**config.mk**
```make
export PLATFORM = sky130hd
export DESIGN_NAME = imem_loader_flat
export DESIGN_NICKNAME = d
export VERILOG_FILES = /design/src/rtl/imem_loader_pkg.sv /design/src/rtl/imem_loader_if.sv /design/src/rtl/imem_loader_byte_assembler.sv /design/src/rtl/imem_loader.sv /design/src/flat_wrapper.sv
export SDC_FILE = /design/constraint.sdc
export NUM_CORES = 1
export LEC_CHECK = 0
export CAP_MARGIN = 20
export CORE_MARGIN = 3
export CORE_UTILIZATION = 55
export DETAILED_ROUTE_END_ITERATION = 6
export HOLD_SLACK_MARGIN = 0.08
export PLACE_DENSITY = 0.78
export SLEW_MARGIN = 20
export SYNTH_ARGS = -nofsm -noshare
export SYNTH_HDL_FRONTEND = slang
export SYNTH_HIERARCHICAL = 1
export SYNTH_SLANG_ARGS = --single-unit
```
**constraint.sdc**
```tcl
create_clock -name CLK -period 4.3 [get_ports CLK]
set_clock_uncertainty 0.05 [all_clocks]
set_input_delay 0.43 -clock CLK [delete_from_list [all_inputs] [get_ports CLK]]
set_output_delay 0.43 -clock CLK [all_outputs]
set_load 0.005 [all_outputs]
```
**src/rtl/imem_loader_pkg.sv**
```systemverilog
// imem_loader_pkg: loader state encoding and byte-stream geometry shared by the loader files.
package imem_loader_pkg;
   localparam int LANE_W = 8;
   typedef enum logic [2:0] {IDLE, HDR, DATA, CHK, DONE, ERR} state_t;
endpackage

```
**src/rtl/imem_loader_if.sv**
```systemverilog
// imem_loader_if: byte stream and control in, instruction-memory write port and core hold out.
interface imem_loader_if;
   import imem_loader_pkg::*;
   logic StartL, ByteValidL, ByteReadyL, IMemWE, HoldCore, LoadDone, LoadErr;
   logic [LANE_W-1:0] ByteInL;
   logic [31:0] IMemAddr, IMemWD;
   modport master(output StartL, ByteValidL, ByteInL,
                  input ByteReadyL, IMemWE, IMemAddr, IMemWD, HoldCore, LoadDone, LoadErr);
   modport slave(input StartL, ByteValidL, ByteInL,
                 output ByteReadyL, IMemWE, IMemAddr, IMemWD, HoldCore, LoadDone, LoadErr);
endinterface

```
**src/rtl/imem_loader_byte_assembler.sv**
```systemverilog
// imem_loader_byte_assembler: packs little-endian bytes into 32-bit words, strobing on the 4th lane.
module imem_loader_byte_assembler
   import imem_loader_pkg::*;
(
   input  logic              CLK,
   input  logic              RST,
   input  logic              clr,
   input  logic              en,
   input  logic [LANE_W-1:0] byte_in,
   output logic              word_valid,
   output logic [31:0]       word
);
   logic [1:0] lane;
   logic [3*LANE_W-1:0] low;
   always_ff @(posedge CLK)
      if (RST || clr) lane <= '0;
      else if (en) lane <= lane + 2'd1;
   // bytes enter at the top and shift down, so lane 0 ends in bits [7:0]
   always_ff @(posedge CLK)
      if (en) low <= {byte_in, low[3*LANE_W-1:LANE_W]};
   assign word_valid = en && lane == 2'd3;
   assign word = {byte_in, low};
endmodule

```
**src/rtl/imem_loader.sv**
```systemverilog
// imem_loader: loads a word-count header plus data words into instruction memory, holding the core meanwhile.
// Define IMEM_LOADER_CHECKSUM_EN to require a trailing XOR checksum word before DONE.
module imem_loader
   import imem_loader_pkg::*;
#(
   parameter int          DEPTH     = 64,
   parameter logic [31:0] BASE_ADDR = 32'h0
) (
   input logic          CLK,
   input logic          RST,
   imem_loader_if.slave bus
);
   localparam logic [31:0] DEPTH_W = 32'(DEPTH);
   state_t state, nxt;
   logic [31:0] n, idx, word;
   logic word_valid, start, write, last;
`ifdef IMEM_LOADER_CHECKSUM_EN
   localparam state_t AFTER_DATA = CHK;
   logic [31:0] chk;
`else
   localparam state_t AFTER_DATA = DONE;
`endif
   assign start = bus.StartL && (state == IDLE || state == DONE || state == ERR);
   assign write = word_valid && state == DATA;
   assign last = idx + 32'd1 == n;
   imem_loader_byte_assembler u_asm (
      .CLK, .RST, .clr(start), .en(bus.ByteValidL && bus.ByteReadyL),
      .byte_in(bus.ByteInL), .word_valid, .word
   );
   always_comb begin
      nxt = state;
      if (start) nxt = HDR;
      else if (word_valid)
         case (state)
            HDR: nxt = word == '0 ? DONE : word > DEPTH_W ? ERR : DATA;
            DATA: nxt = last ? AFTER_DATA : DATA;
`ifdef IMEM_LOADER_CHECKSUM_EN
            CHK: nxt = word == chk ? DONE : ERR;
`endif
            default: nxt = state;
         endcase
   end
   // outputs are registered from the next state so they change together with it
   always_ff @(posedge CLK)
      if (RST) begin
         state <= IDLE;
         n <= '0;
         idx <= '0;
         bus.ByteReadyL <= 1'b0;
         bus.IMemWE <= 1'b0;
         bus.IMemAddr <= '0;
         bus.IMemWD <= '0;
         bus.HoldCore <= 1'b0;
         bus.LoadDone <= 1'b0;
         bus.LoadErr <= 1'b0;
      end else begin
         state <= nxt;
         bus.ByteReadyL <= nxt inside {HDR, DATA, CHK};
         bus.HoldCore <= !(nxt inside {IDLE, DONE});
         bus.LoadDone <= nxt == DONE;
         bus.LoadErr <= nxt == ERR;
         bus.IMemWE <= write;
         if (start) idx <= '0;
         if (word_valid && state == HDR) n <= word;
         if (write) begin
            bus.IMemAddr <= BASE_ADDR + (idx << 2);
            bus.IMemWD <= word;
            idx <= idx + 32'd1;
         end
      end
`ifdef IMEM_LOADER_CHECKSUM_EN
   always_ff @(posedge CLK)
      if (RST || start) chk <= '0;
      else if (write) chk <= chk ^ word;
`endif
endmodule
```
**src/flat_wrapper.sv**
```systemverilog
// flat-port wrapper written by rule: the top's interface ports become plain ports
module imem_loader_flat import imem_loader_pkg::*;
#(
   parameter int          DEPTH     = 64,
   parameter logic [31:0] BASE_ADDR = 32'h0
)
  (CLK, RST, bus_StartL, bus_ByteValidL, bus_ByteInL, bus_ByteReadyL, bus_IMemWE, bus_IMemAddr, bus_IMemWD, bus_HoldCore, bus_LoadDone, bus_LoadErr);
  imem_loader_if bus_i ();
  input logic CLK;
  input logic RST;
  input wire logic [$bits(bus_i.StartL)-1:0] bus_StartL;
  input wire logic [$bits(bus_i.ByteValidL)-1:0] bus_ByteValidL;
  input wire logic [$bits(bus_i.ByteInL)-1:0] bus_ByteInL;
  output wire logic [$bits(bus_i.ByteReadyL)-1:0] bus_ByteReadyL;
  output wire logic [$bits(bus_i.IMemWE)-1:0] bus_IMemWE;
  output wire logic [$bits(bus_i.IMemAddr)-1:0] bus_IMemAddr;
  output wire logic [$bits(bus_i.IMemWD)-1:0] bus_IMemWD;
  output wire logic [$bits(bus_i.HoldCore)-1:0] bus_HoldCore;
  output wire logic [$bits(bus_i.LoadDone)-1:0] bus_LoadDone;
  output wire logic [$bits(bus_i.LoadErr)-1:0] bus_LoadErr;
  assign bus_i.StartL = bus_StartL;
  assign bus_i.ByteValidL = bus_ByteValidL;
  assign bus_i.ByteInL = bus_ByteInL;
  assign bus_ByteReadyL = bus_i.ByteReadyL;
  assign bus_IMemWE = bus_i.IMemWE;
  assign bus_IMemAddr = bus_i.IMemAddr;
  assign bus_IMemWD = bus_i.IMemWD;
  assign bus_HoldCore = bus_i.HoldCore;
  assign bus_LoadDone = bus_i.LoadDone;
  assign bus_LoadErr = bus_i.LoadErr;
  imem_loader #(.DEPTH(DEPTH), .BASE_ADDR(BASE_ADDR)) u_core (.CLK(CLK), .RST(RST), .bus(bus_i));
endmodule
```
==> flow_metrics.py <==
metrics = {
    "outcome": {
        "status": "completed",
    },
    "floorplanning": {
        "fp.dieH_um": 121,
        "die_w_um": 121,
        "rows": 41,
        "start_util_pct": 56.7,
        "dieArea_mm2": 0.0146,
        "io_pins": 81,
        "coreArea_mm2": 0.0128,
    },
    "drt": {
        "wl_per_cell_um": 16.6,
        "via_per_inst": 5.73,
        "dr_total_vias": 6269,
        "wirelength_mm": 18.2,
        "drt-initial-drc-count": 502,
        "firstDrtPassIters": 5,
        "drc_errors": 0,
        "ant_nets": 0,
    },
    "cts": {
        "postCtsHoldBufs": 0,
        "post_cts_buffers": 0,
        "clock_latency_ps": 430,
        "htreeDepth": 4,
        "cts.clk_slew.worst_paths_ps": 60,
        "cts_resized": 0,
        "cts.root.buffer_cell": "clkbuf_16",
        "numClockSinks": 160,
        "cts_made_buffers": 17,
        "clk_path_buf_depth": 2,
        "cts_tree": "built",
    },
    "synthesis": {
        "syn_area_per_cell_um2": 8.20,
        "syn_inst": 884,
        "synthSimpleGateAreaFrac_pct": 25.8,
        "synth_top_flop_cell": "dfxtp_1",
        "synth_adder_area_share_pct": 0.345,
        "ys_types": 64,
        "ys_ff_latch": 160,
        "synth_area_mm2": 0.00725,
        "yosysSeqAreaShare_pct": 47.5,
        "synth_top_family_by_area": "simple AND/OR/NAND/NOR gates",
        "synthXorXnorAreaFrac_pct": 5.68,
        "synth_compound_area_share_pct": 14.7,
        "yosysWarnings": 6,
        "muxShareOfSynthArea_pct": 0.432,
        "synth-edff-count": 24,
        "synth_async_sr_flop_share_pct": 0,
    },
    "setup_path": {
        "cp.arrival_ps": 3960,
        "worstPathRequired_ps": 4580,
        "rrSetupSlack_ps": 620,
        "crit_fanout": 9,
        "cp-end-kind": "register",
        "startpoint_type": "register",
        "path_class": "register to register",
    },
    "layout": {
        "finish.utilization_pct": 66.4,
        "area_delta_synth_final_pct": 17.0,
        "final_cell_mix": "nand2_1, a21oi_1, dfxtp_1",
        "stdcell_count": 1095,
        "drive_above_1_share_pct": 6.39,
        "final_common_cell": "nand2_1",
        "final_nets": 924,
        "diodes": 0,
    },
    "worst_hold_path": {
        "worst_hold_path_type": "register to register",
    },
    "sta": {
        "worstMarginPinSlew_ps": 1020,
        "hold_viol_final": 0,
        "max_freq_mhz": 271,
        "slew_viol_final": 0,
        "finalCritPeriodShare_pct": 85.7,
        "setup_tns_ps": 0,
        "min_period_ps": 3680,
        "rsz0062_at_grt": "no",
        "slew_headroom_pct": 31.9,
        "finalSetupViolCount": 0,
    },
    "place": {
        "dpl.hpwl_mm": 11.9,
        "dp.cells": 1063,
        "gp_congestion": 0.956,
        "io_buffers": 78,
    },
    "run": {
        "maxCapViolCount": 0,
    },
    "global_route": {
        "track_usage_pct": 25.9,
        "grt_max_degree": 110,
        "overflow": 0,
        "grt_pass1_vias": 5962,
        "antenna_found_initial": 0,
        "grt_pass1_wl_mm": 29.9,
    },
    "power": {
        "powerDensity_mw_per_mm2": 353,
        "irDropWorstVdd_mv": 0.362,
        "p_leak_uw": 0.00283,
    },
}
==> power by group <==
group | switching, uW | internal, uW | total [uW]
Sequential | 11.7 | 1530 | 1540
Combinational | 51.0 | 21.3 | 72.3
Clock | 594 | 781 | 1380
Total | 657 | 2330 | 2990
==> cell usage after synthesis (6+ instances only) <==
cell / n / area share (%)
nand2_1: 224 / 12
nor4_1: 19 / 1.6
nor3_1: 16 / 1.1
or3_1: 6 / 0.52
buf_4: 10 / 1.0
and4_1: 6 / 0.73
dfxtp_1: 136 / 38
nand4_1: 14 / 1.2
o21ai_0: 24 / 1.7
xor2_1: 18 / 2.2
buf_2: 11 / 0.76
nand3_1: 17 / 1.2
nor2_1: 42 / 2.2
clkbuf_1: 55 / 2.8
and3_1: 11 / 0.95
edfxtp_1: 24 / 9.9
a21oi_1: 136 / 9.4
xnor2_1: 29 / 3.5
inv_1: 7 / 0.36
==> registers in the layout, indices dropped and copies added (netlist names) <==
signal                 count
u_core/bus.ByteReadyL      1
u_core/bus.HoldCore        1
u_core/bus.IMemAddr       30
u_core/bus.IMemWD         32
u_core/bus.IMemWE          1
u_core/bus.LoadDone        1
u_core/bus.LoadErr         1
u_core/idx                32
u_core/n                  32
u_core/state               3
u_core/u_asm/lane          2
u_core/u_asm/low          24
==> through the flow <==
| stage | setup WS, ps | instance area, um2 | hold WS, ps | power (uW) |
|---|---|---|---|---|
| floorplan | 1230 | 7250 | 398 | 1620 |
| finish | 616 | 8480 | 403 | 2990 |
| global route | 333 | 8480 | 418 | 3080 |
| detailed placement | 648 | 7940 | 396 | 1650 |
| CTS | 610 | 8480 | 404 | 3010 |
| global placement | 732 | 7940 | 392 | 1650 |
==> cell families after synthesis <==
kind of cell               count (synthesis)
and+or+nand+nor                          392
muxes                                      3
xor gates and xnor gates                  47
other                                      1
AOI/OAI and AO/OA                        192
DFF                                      160
buffers and inverters                     87
adders and majority gates                  2
==> layer usage <==
metal	track usage [%]	share of wire, %	vias to the layer above
li1	-	-	3085
met1	33.4	43	2951
met2	42.7	49	203
met3	6.17	5.8	30
met4	8.92	1.9	0
met5	0	0	-
==> layout make-up <==
cell class / count / area [um2]
fill: 1091 / 4290
clock inverter: 9 / 60.1
clock buffer: 23 / 478
inverter: 7 / 26.3
tap: 172 / 215
multi-input combinational: 638 / 3420
sequential: 160 / 3440
timing repair buffer: 86 / 842
==> worst max-delay path: stages (launching register included) <==
cell and delay, ps:
dfxtp_1 500, ha_1 430, nand4_4 190, nor3_1 710, nand2_1 220, xnor2_1 190
a2111o_1 350, nor4b_2 380, a22oi_1 210, a2111oi_2 340
==> worst paths after layout <==
kind,startpoint,endpoint,cells after the start
worst min-delay path,u_core/bus.IMemAddr[19],u_core/bus.IMemAddr[19],2
worst max-delay path,u_core/idx[0],u_core/bus.LoadErr,9
worst max register to register,u_core/idx[0],u_core/bus.LoadErr,9
worst min register to register,u_core/bus.IMemAddr[19],u_core/bus.IMemAddr[19],2
No activity file was read; power rests on OpenSTA's default activity.
